[config.mk]
export PLATFORM = sky130hd
export DESIGN_NAME = cart_mbc_bank
export DESIGN_NICKNAME = d
export VERILOG_FILES = /design/src/rtl/cart_mbc_bank.sv
export SDC_FILE = /design/constraint.sdc
export NUM_CORES = 1
export LEC_CHECK = 0
export BUFFER_PORTS_ARGS = -buffer_cell sky130_fd_sc_hd__buf_2
export CAP_MARGIN = 25
export CORE_MARGIN = 4
export CORE_UTILIZATION = 39
export CTS_CLUSTER_SIZE = 14
export DETAILED_ROUTE_END_ITERATION = 12
export PLACE_DENSITY_LB_ADDON = 0.25
export SLEW_MARGIN = 25
export SYNTH_ARGS = -nofsm -noshare
export SYNTH_HDL_FRONTEND = slang
export SYNTH_SLANG_ARGS = --single-unit
[constraint.sdc]
create_clock -name clock -period 1.1 [get_ports clock]
set_input_delay 0.165 -clock clock [delete_from_list [all_inputs] [get_ports clock]]
set_output_delay 0.165 -clock clock [all_outputs]
set_load 0.01 [all_outputs]
[src/rtl/cart_mbc_bank.sv]
// MBC1-class cartridge bank controller: decodes CPU register writes into
// ROM/RAM bank selects and produces flat byte addresses for the cart arrays.
module cart_mbc_bank #(
    parameter int ROM_BANKS = 64,
    parameter int RAM_BANKS = 4,
    parameter int ROM_AW    = $clog2(ROM_BANKS) + 14,
    parameter int RAM_AW    =
        (($clog2((RAM_BANKS > 1) ? RAM_BANKS : 1) > 1)
            ? $clog2((RAM_BANKS > 1) ? RAM_BANKS : 1) : 1) + 13
) (
    input  logic              clock,
    input  logic              reset,
    input  logic [15:0]       A,
    input  logic [7:0]        Do,
    input  logic              wr_n,
    input  logic              rd_n,
    output logic [ROM_AW-1:0] rom_addr,
    input  logic [7:0]        rom_rdata,
    output logic [RAM_AW-1:0] ram_addr,
    input  logic [7:0]        ram_rdata,
    output logic              ram_we,
    output logic [7:0]        ram_wdata,
    output logic [RAM_AW-1:0] ram_waddr,
    output logic              cart_sel,
    output logic [7:0]        cart_rdata
);

    localparam logic [6:0] ROM_MASK = 7'(ROM_BANKS - 1);
    localparam logic [1:0] RAM_MASK =
        (RAM_BANKS > 1) ? 2'(RAM_BANKS - 1) : 2'd0;
    localparam bit HAS_RAM = (RAM_BANKS > 0);

    logic              ram_en_q, ram_en_d;
    logic [4:0]        bank_lo_q, bank_lo_d;
    logic [1:0]        bank_hi_q, bank_hi_d;
    logic              mode_q, mode_d;
    logic              wr_q, wr_d;
    logic              ram_we_q, ram_we_d;
    logic [7:0]        ram_wdata_q, ram_wdata_d;
    logic [RAM_AW-1:0] ram_waddr_q, ram_waddr_d;

    logic       strobe;
    logic       in_rom;
    logic       in_ram;
    logic       ram_live;
    logic [6:0] rom_bank;
    logic [1:0] ram_bank;
    logic       unused_rd;

    // Reads are zero-latency and side-effect free, so the read strobe
    // carries no information the mapper needs.
    assign unused_rd = rd_n;

    assign strobe   = !wr_n && wr_q;
    assign in_rom   = !A[15];
    assign in_ram   = (A[15:13] == 3'b101);
    assign ram_live = HAS_RAM && ram_en_q && in_ram;

    always_comb begin
        rom_bank = 7'd0;
        if (in_rom) begin
            if (A[14]) begin
                rom_bank = {bank_hi_q, bank_lo_q};
            end else if (mode_q) begin
                rom_bank = {bank_hi_q, 5'd0};
            end
        end
        rom_bank = rom_bank & ROM_MASK;
        rom_addr = ROM_AW'({rom_bank, A[13:0]});
        ram_bank = (mode_q ? bank_hi_q : 2'd0) & RAM_MASK;
        ram_addr = RAM_AW'({ram_bank, A[12:0]});
    end

    always_comb begin
        cart_sel   = in_rom || in_ram;
        cart_rdata = 8'hFF;
        if (in_rom) begin
            cart_rdata = rom_rdata;
        end else if (ram_live) begin
            cart_rdata = ram_rdata;
        end
    end

    always_comb begin
        ram_en_d    = ram_en_q;
        bank_lo_d   = bank_lo_q;
        bank_hi_d   = bank_hi_q;
        mode_d      = mode_q;
        wr_d        = wr_n;
        ram_we_d    = 1'b0;
        ram_wdata_d = ram_wdata_q;
        ram_waddr_d = ram_waddr_q;
        if (strobe) begin
            unique case (A[15:13])
                3'b000: ram_en_d = (Do[3:0] == 4'hA);
                3'b001: bank_lo_d = (Do[4:0] == 5'd0) ? 5'd1 : Do[4:0];
                3'b010: bank_hi_d = Do[1:0];
                3'b011: mode_d = Do[0];
                default: ;
            endcase
            if (ram_live) begin
                ram_we_d    = 1'b1;
                ram_wdata_d = Do;
                ram_waddr_d = ram_addr;
            end
        end
    end

    always_ff @(posedge clock) begin
        if (reset) begin
            ram_en_q    <= 1'b0;
            bank_lo_q   <= 5'd1;
            bank_hi_q   <= 2'd0;
            mode_q      <= 1'b0;
            wr_q        <= 1'b1;
            ram_we_q    <= 1'b0;
            ram_wdata_q <= 8'd0;
            ram_waddr_q <= '0;
        end else begin
            ram_en_q    <= ram_en_d;
            bank_lo_q   <= bank_lo_d;
            bank_hi_q   <= bank_hi_d;
            mode_q      <= mode_d;
            wr_q        <= wr_d;
            ram_we_q    <= ram_we_d;
            ram_wdata_q <= ram_wdata_d;
            ram_waddr_q <= ram_waddr_d;
        end
    end

    assign ram_we    = ram_we_q;
    assign ram_wdata = ram_wdata_q;
    assign ram_waddr = ram_waddr_q;

endmodule

==> metrics.csv, run 1 <==
stage,metric,value,unit
run_status,status,"finished, violations left",
run_status,failing checks,setup timing,
timing,Slew HR,84.24,%
power_and_ir_drop,leakage,1.281,nW
floorplan,Die Y,77.26,µm
logic_synthesis,Post-synth EDFFs,0,
routing,DRT iter0 DRCs,52,
global_route,Overflow after GRT,0,
logic_synthesis,synthesis-stage register bit count,34,
global_route,gr usage total,16.67,%
logic_synthesis,syn_nets,263,
floorplan,num rows,24,
logic_synthesis,multiplexer area fraction after synthesis,4.883,%
power_and_ir_drop,pwr dens,965.6,mW/mm²
finish,n_diodes,0,
timing,Max Fclk,0.7439,GHz
global_route,first-pass GRT wire length,8162,µm
routing,Routed Antenna Nets,0,
finish,Fillers,403,
clocking,CTS max path bufs,2,
routing,TritonRoute pass-1 iters,4,
clocking,clock sinks,34,
routing,final WL,5095,µm
logic_synthesis,asr flop ratio synth,0,%
placed_design,Final Wtd Congestion,0.8097,
finish,post-route cell area,0.002704,mm²
floorplan,DIE WIDTH,77.26,µm
run,# Max-Cap Violations,0,
critical_path,Worst Path Arrival,1180,ps
finish,Area growth syn-to-layout,44.55,%
placed_design,placed cell area,0.002386,mm²
logic_synthesis,synthesized area,0.001871,mm²
logic_synthesis,largest cells by area after synthesis,"dfxtp_1, buf_4, nand2b_1",
global_route,initial antenna violation count,0,
clocking,H-tree depth,2,
logic_synthesis,xor/xnor cell area share of the yosys netlist,0,%
finish,final net count,364,
critical_path,crit path max fanout,8,
clocking,clock-pin slew on the worst setup and hold paths,70,ps
critical_path,WP data required,940,ps
routing,WL per Instance,13.66,µm
routing,# DRC,0,
logic_synthesis,count of cell types in the netlist,28,
global_route,vias in the first global route,1737,
timing,fin worst setup slack,-244.2,ps
logic_synthesis,Post-synth top cells,"dfxtp_1, nand2b_1, buf_4",
hold_path,Worst Hold Class,input port to flop,
placed_design,Post-Place Worst Slack,-162.1,ps
power_and_ir_drop,VDD IR-drop max,0.8382,mV
logic_synthesis,adder-cell area share of the yosys netlist,0,%
logic_synthesis,main combinational cell family by area after synthesis,simple AND/OR/NAND/NOR gates,
logic_synthesis,Syn Inst Count,219,
timing,final worst path period share,122.2,%
logic_synthesis,Syn. warnings,0,
routing,Vias,1791,
finish,Layout Utilization,60.03,%
timing,skew final,3.950,ps
logic_synthesis,largest area contributor in the netlist,dfxtp_1,
floorplan,core outline area,0.004504,mm²
logic_synthesis,Post-Syn Area per Cell,8.541,µm²
floorplan,I/O pin cnt,112,
critical_path,crit end category,primary output,
critical_path,critical path class,flop to primary output,
logic_synthesis,post-synthesis simple-gate area fraction,27.49,%
clocking,clock latency at the later pin of the worst-skew pair,280,ps
floorplan,die area,0.005968,mm²
logic_synthesis,sequential area share after synthesis,36.39,%
floorplan,Starting Density,41.53,%
finish,layout cell share with drive strength beyond 1,60.75,%
logic_synthesis,Most used DFF post-synth,dfxtp_1,
placed_design,HPWL Detailed,3506,µm
logic_synthesis,Compound-Gate Fraction of Synth Area,16.05,%
timing,final setup violation count,34,
routing,via/cell ratio,4.802,
logic_synthesis,"count leader, synth",dfxtp_1,
placed_design,I/O Buffers,110,
clocking,Num CTS Buffers,5,
timing,Final Hold Fails,0,
critical_path,Worst setup SP type,flop,
clocking,CTS tree,yes,
timing,max-slew violation count,0,
global_route,largest net degree at the start of global routing,35,
timing,Period minus WS final,1344,ps
logic_synthesis,Synth top area share,36.39,%
timing,RSZ-0062 raised after global routing,true,
timing,Worst-Margin Slew,234.3,ps
clocking,CTS root buffer,clkbuf_8,
==> worst max-delay path: stages, from the launching register on <==
cell and delay [ps]:
dfxtp_2 350, nand4b_4 110, buf_6 150, o22a_1 160, buf_2 130
==> kinds of logic (layout without fill, tap and decap cells) <==
logic type,count (synthesis),after routing
AND/OR/NAND/NOR,78,81
flip-flops,34,34
multiplexers,9,9
buffers and inverters,44,143
AO/OA/AOI/OAI,54,54
==> what timing repair did <==
item / 4_1_cts / 5_1_grt
hold buffers: 0 / 0
buffers inserted: 1 / 1
pin swaps: 10 / 11
resized for setup: 16 / 64
gates cloned: 3 / 1
setup endpoints to repair: 46 / 42
==> cell type report <==
| type | instances | area [µm²] | area share [%] |
|---|---|---|---|
| clock buffer | 7 | 86.33 | 3.193 |
| clock inverter | 1 | 5.005 | 0.1851 |
| inverter | 2 | 7.507 | 0.2776 |
| multi-input combinational | 144 | 1099 | 40.63 |
| sequential | 34 | 690.7 | 25.54 |
| tap | 52 | 65.06 | 2.406 |
| timing repair buffer | 133 | 750.7 | 27.76 |
==> metrics by stage <==
stage	power, mW	hold slack (ps)	TNS [ps]	std cells
6_report	2.611	100.2	-5163	373
3_5_place_dp	1.671	383.5	-4029	360
5_1_grt	2.728	97.52	-7091	373
3_3_place_gp	1.667	376.1	-3040	360
2_1_floorplan	1.509	271.6	-14.36	219
4_1_cts	2.617	96.28	-3066	371
==> cells in the final DEF (no fill, tap or decap), drive strengths merged <==
cell    Yosys  final
a21oi       2      2
and2        5      5
buf        31    133
clkbuf     11      7
clkinv      0      1
dfxtp      34     34
inv         2      2
mux2        1      1
mux2i       8      8
nand2       3      3
nand2b     30     30
nand4b      2      2
nor2        4      4
nor2b      23     23
nor3        2      2
nor3b       2      2
nor4        2      2
o21ai      44     44
o22a        8      8
or2         2      5
or3         2      2
or4bb       1      1
==> power by group <==
part	internal (mW)	total, mW	switching [mW]	leakage [nW]
clock network	0.505	0.941	0.437	0.0482
logic	0.205	0.427	0.222	0.956
registers	1.24	1.24	0.00542	0.277
total	1.95	2.61	0.664	1.28
==> state kept, by name, indices dropped and copies added (netlist names) <==
register,cells
bank_lo_q,5
mode_q,1
bank_hi_q,2
ram_waddr,15
wr_q,1
ram_we,1
ram_en_q,1
ram_wdata,8
==> path summary, 6_finish.rpt <==
kind	startpoint	slack, ps	endpoint	depth (start not counted)
setup / recovery	ram_en_q$_SDFFE_PP0P_	-240	cart_rdata[3]	4
hold / removal	wr_n	100	wr_q$_SDFF_PP1_	2
setup reg to reg	ram_en_q$_SDFFE_PP0P_	-170	ram_waddr[13]$_SDFFE_PP0P_	5
hold reg to reg	bank_lo_q[4]$_SDFFE_PP0P_	480	bank_lo_q[4]$_SDFFE_PP0P_	2
==> per-layer routing <==
| layer | global-route usage (%) | vias up | routed length (µm) |
|---|---|---|---|
| met5 | 0 | - | 0 |
| met2 | 26.34 | 64 | 2383 |
| met1 | 21.65 | 800 | 2294 |
| met3 | 5.386 | 6 | 361 |
| met4 | 4.804 | 0 | 55 |
| li1 | - | 921 | - |
No activity file was read; power rests on OpenSTA's default activity.
==> run 2, diff against run 1 <==
--- a/config.mk
+++ b/config.mk
@@ -8,7 +8,7 @@
 export BUFFER_PORTS_ARGS = -buffer_cell sky130_fd_sc_hd__buf_2
 export CAP_MARGIN = 25
 export CORE_MARGIN = 4
-export CORE_UTILIZATION = 39
+export CORE_UTILIZATION = 43
 export CTS_CLUSTER_SIZE = 14
 export DETAILED_ROUTE_END_ITERATION = 12
 export PLACE_DENSITY_LB_ADDON = 0.25
==> constraint.sdc (replaced) <==
create_clock -name clock -period 1.3 [get_ports clock]
set_input_delay 0.195 -clock clock [delete_from_list [all_inputs] [get_ports clock]]
set_output_delay 0.195 -clock clock [all_outputs]
set_load 0.01 [all_outputs]
==> run 2 against run 1 <==
Net effect: the flow still finishes with violations (setup timing); worst setup slack improved by 230 ps; clock skew increased by 2.3 ps; global-route usage decreased by 0.19 points; sequential power decreased by 15%; critical path type unchanged; critical endpoint is now cart_rdata[0]; largest cell class unchanged; highest routed layer unchanged.
==> metrics.csv, run 2 (synthesis results as in run 1) <==
stage,metric,value,unit,change
routing,Routed Antenna Nets,0,,unchanged
floorplan,die area,0.005469,mm²,-8.4%
routing,TritonRoute pass-1 iters,4,,unchanged
clocking,CTS root buffer,clkbuf_8,,
critical_path,"slowest stage delay, CP",380,ps,+30 ps
critical_path,R2R setup slack,40,ps,+210 ps
finish,Layout Utilization,59.93,%,-0.10 points
critical_path,WP buf/inv,1,,-1
clocking,clock latency at the later pin of the worst-skew pair,280,ps,about the same
global_route,initial antenna violation count,0,,unchanged
critical_path,Critical R2R Launch,ram_en_q$_SDFFE_PP0P_,,
critical_path,Worst setup SP type,flop,,
timing,skew final,6.207,ps,+2.258 ps
timing,max-slew violation count,0,,unchanged
run_status,status,"finished, violations left",,
routing,met3 wire len,350,µm,-3.0%
clocking,CTS Hold Bufs,0,,unchanged
finish,Area growth syn-to-layout,31.84,%,
finish,Fillers,398,,-1.2%
routing,metal1 wirelength,2051,µm,-11%
global_route,first-pass GRT wire length,7286,µm,-11%
power_and_ir_drop,Clk pwr share,41.6,%,+5.5 points
run,# Max-Cap Violations,0,,unchanged
placed_design,Final Wtd Congestion,0.7264,,-10%
placed_design,Placed Cells,348,,-3.3%
timing,fin worst setup slack,-15.38,ps,+228.8 ps
power_and_ir_drop,VDD IR-drop max,0.5950,mV,-29%
power_and_ir_drop,leakage,1.195,nW,-6.7%
critical_path,Worst Path Arrival,1120,ps,-60 ps
routing,final WL,4648,µm,-8.8%
power_and_ir_drop,sequential share of power,44.6,%,-3.0 points
clocking,CTS max path bufs,2,,unchanged
placed_design,I/O Buffers,110,,unchanged
timing,RSZ-0062 raised after global routing,true,,
routing,met2 wire length,2218,µm,-6.9%
routing,via/cell ratio,4.824,,+0.47%
critical_path,CP cell instances,nand4b_4 -> o22a_1 -> buf_2,,
clocking,clock-pin slew on the worst setup and hold paths,70,ps,about the same
power_and_ir_drop,switching share of power,22.90,%,-2.5 points
hold_path,hold path startpoint,wr_n,,
global_route,largest net degree at the start of global routing,30,,-14%
clocking,CTS tree,yes,,
global_route,vias in the first global route,1637,,-5.8%
finish,final net count,352,,-3.3%
placed_design,HPWL Detailed,3361,µm,-4.1%
finish,max reg flops,15,,unchanged
power_and_ir_drop,switching pwr,0.5391,mW,-19%
floorplan,I/O pin cnt,112,,unchanged
clocking,clock sinks,34,,unchanged
clocking,H-tree depth,2,,unchanged
floorplan,DIE WIDTH,73.96,µm,-4.3%
timing,Worst-Margin Slew,287.9,ps,+53.62 ps
global_route,gr usage total,16.48,%,-0.19 points
power_and_ir_drop,Combinational Power Share,13.8,%,-2.6 points
critical_path,crit end category,primary output,,
timing,Max Fclk,0.7602,GHz,
floorplan,Starting Density,45.45,%,+3.9 points
finish,"commonest non-fill, non-tap cell in the layout",buf_2,,
finish,n_diodes,0,,unchanged
hold_path,worst hold path endpoint,wr_q$_SDFF_PP1_,,
floorplan,core outline area,0.004115,mm²,-8.6%
global_route,Overflow after GRT,0,,unchanged
finish,Post-Layout Cell Count,358,,-4.0%
hold_path,WHS Path Cells,2,,unchanged
power_and_ir_drop,pwr dens,954.7,mW/mm²,-1.1%
timing,Slew HR,80.63,%,-3.6 points
critical_path,"delay-heaviest family, CP",flip-flops,,
power_and_ir_drop,Int Pwr,1.815,mW,-6.7%
critical_path,crit path max fanout,5,,-3
routing,Vias,1727,,-3.6%
critical_path,WP data required,1110,ps,+170 ps
critical_path,r2r endpoint,ram_wdata[1]$_SDFFE_PP0P_,,
timing,Setup TNS,-70.23,ps,+5093 ps
timing,final setup violation count,7,,-79%
floorplan,num rows,23,,-4.2%
critical_path,FF-to-FF path depth,5,,unchanged
timing,final worst path period share,101.2,%,
timing,Final Hold Fails,0,,unchanged
timing,Period minus WS final,1315,ps,
clocking,Num CTS Buffers,5,,unchanged
hold_path,Worst Hold Class,input port to flop,,
routing,# DRC,0,,unchanged
floorplan,Die Y,73.96,µm,-4.3%
routing,top sig layer,met4,,
critical_path,slowest library cell on the worst path,dfxtp_4,,
routing,DRT iter0 DRCs,59,,+13%
critical_path,critical path class,flop to primary output,,
routing,WL per Instance,12.98,µm,-5.0%
run_status,failing checks,setup timing,,
finish,"commonest cells after routing, fill and taps aside","buf_2, dfxtp_1, o21ai_1",,
finish,layout cell share with drive strength beyond 1,45.13,%,-16 points
[run 2: cell types whose count changed in the layout (fill, tap and decap cells not counted), sizes merged]
cell / previous run / this run
buf: 133 / 122
or2: 5 / 3
bufinv: 0 / 1
clkbuf: 7 / 6
clkinv: 1 / 0
nand4b: 2 / 3
[run 2: metrics by stage]
stage	hold WS, ps	area, µm²	setup slack (ps)	total power [mW]
after floorplan	301.6	1871	114.9	1.273
after global placement	408.3	2302	44.07	1.388
after detailed placement	411.5	2302	18.71	1.392
after CTS	123.5	2442	-28.05	2.366
after global routing	133.6	2466	-65.26	2.441
final	138.2	2466	-15.38	2.354
[run 2: cell type report]
cell class	instances	area (µm²)	share of cell area, %
Inverter	2	7.507	0.3044
Timing Repair Buffer	122	653.1	26.48
Clock inverter	1	30.03	1.218
Multi-Input combinational cell	143	945.9	38.36
Sequential cell	34	684.4	27.75
Clock buffer	6	82.58	3.349
Tap cell	50	62.56	2.537
[run 2: power groups by stage]
stage | Sequential (mW) | Combinational, mW | Clock (mW)
after floorplan | 1.07 | 0.199 | 0
after global placement | 1.07 | 0.313 | 0
after detailed placement | 1.08 | 0.317 | 0
after CTS | 1.05 | 0.322 | 0.995
after global routing | 1.05 | 0.357 | 1.03
final | 1.05 | 0.324 | 0.980
[run 2: layer usage]
| layer | global-route usage (%) | vias to the layer above |
|---|---|---|
| met1 | 22.23 | 771 |
| met4 | 4.829 | 0 |
| met2 | 26.57 | 62 |
| met5 | 0 | - |
| met3 | 3.514 | 5 |
| li1 | - | 889 |
[run 2: worst max-delay path by stage]
stage | from | slack [ps] | to | depth (start not counted)
floorplan | wr_q$_SDFF_PP1_ | 110 | ram_en_q$_SDFFE_PP0P_ | 4
global placement | wr_n | 40 | bank_lo_q[0]$_SDFFE_PP1P_ | 5
detailed placement | wr_n | 20 | bank_lo_q[1]$_SDFFE_PP0P_ | 5
CTS | ram_en_q$_SDFFE_PP0P_ | -30 | cart_rdata[5] | 3
global route | ram_en_q$_SDFFE_PP0P_ | -70 | cart_rdata[0] | 3
finish | ram_en_q$_SDFFE_PP0P_ | -20 | cart_rdata[0] | 3
[run 2: repair_timing]
item / 4_1_cts / 5_1_grt
setup buffers: 1 / 1
pin swaps: 9 / 1
cloned: 1 / 1
resized for setup: 3 / 14
hold endpoints to repair: 0 / 0
setup endpoints to repair: 8 / 23
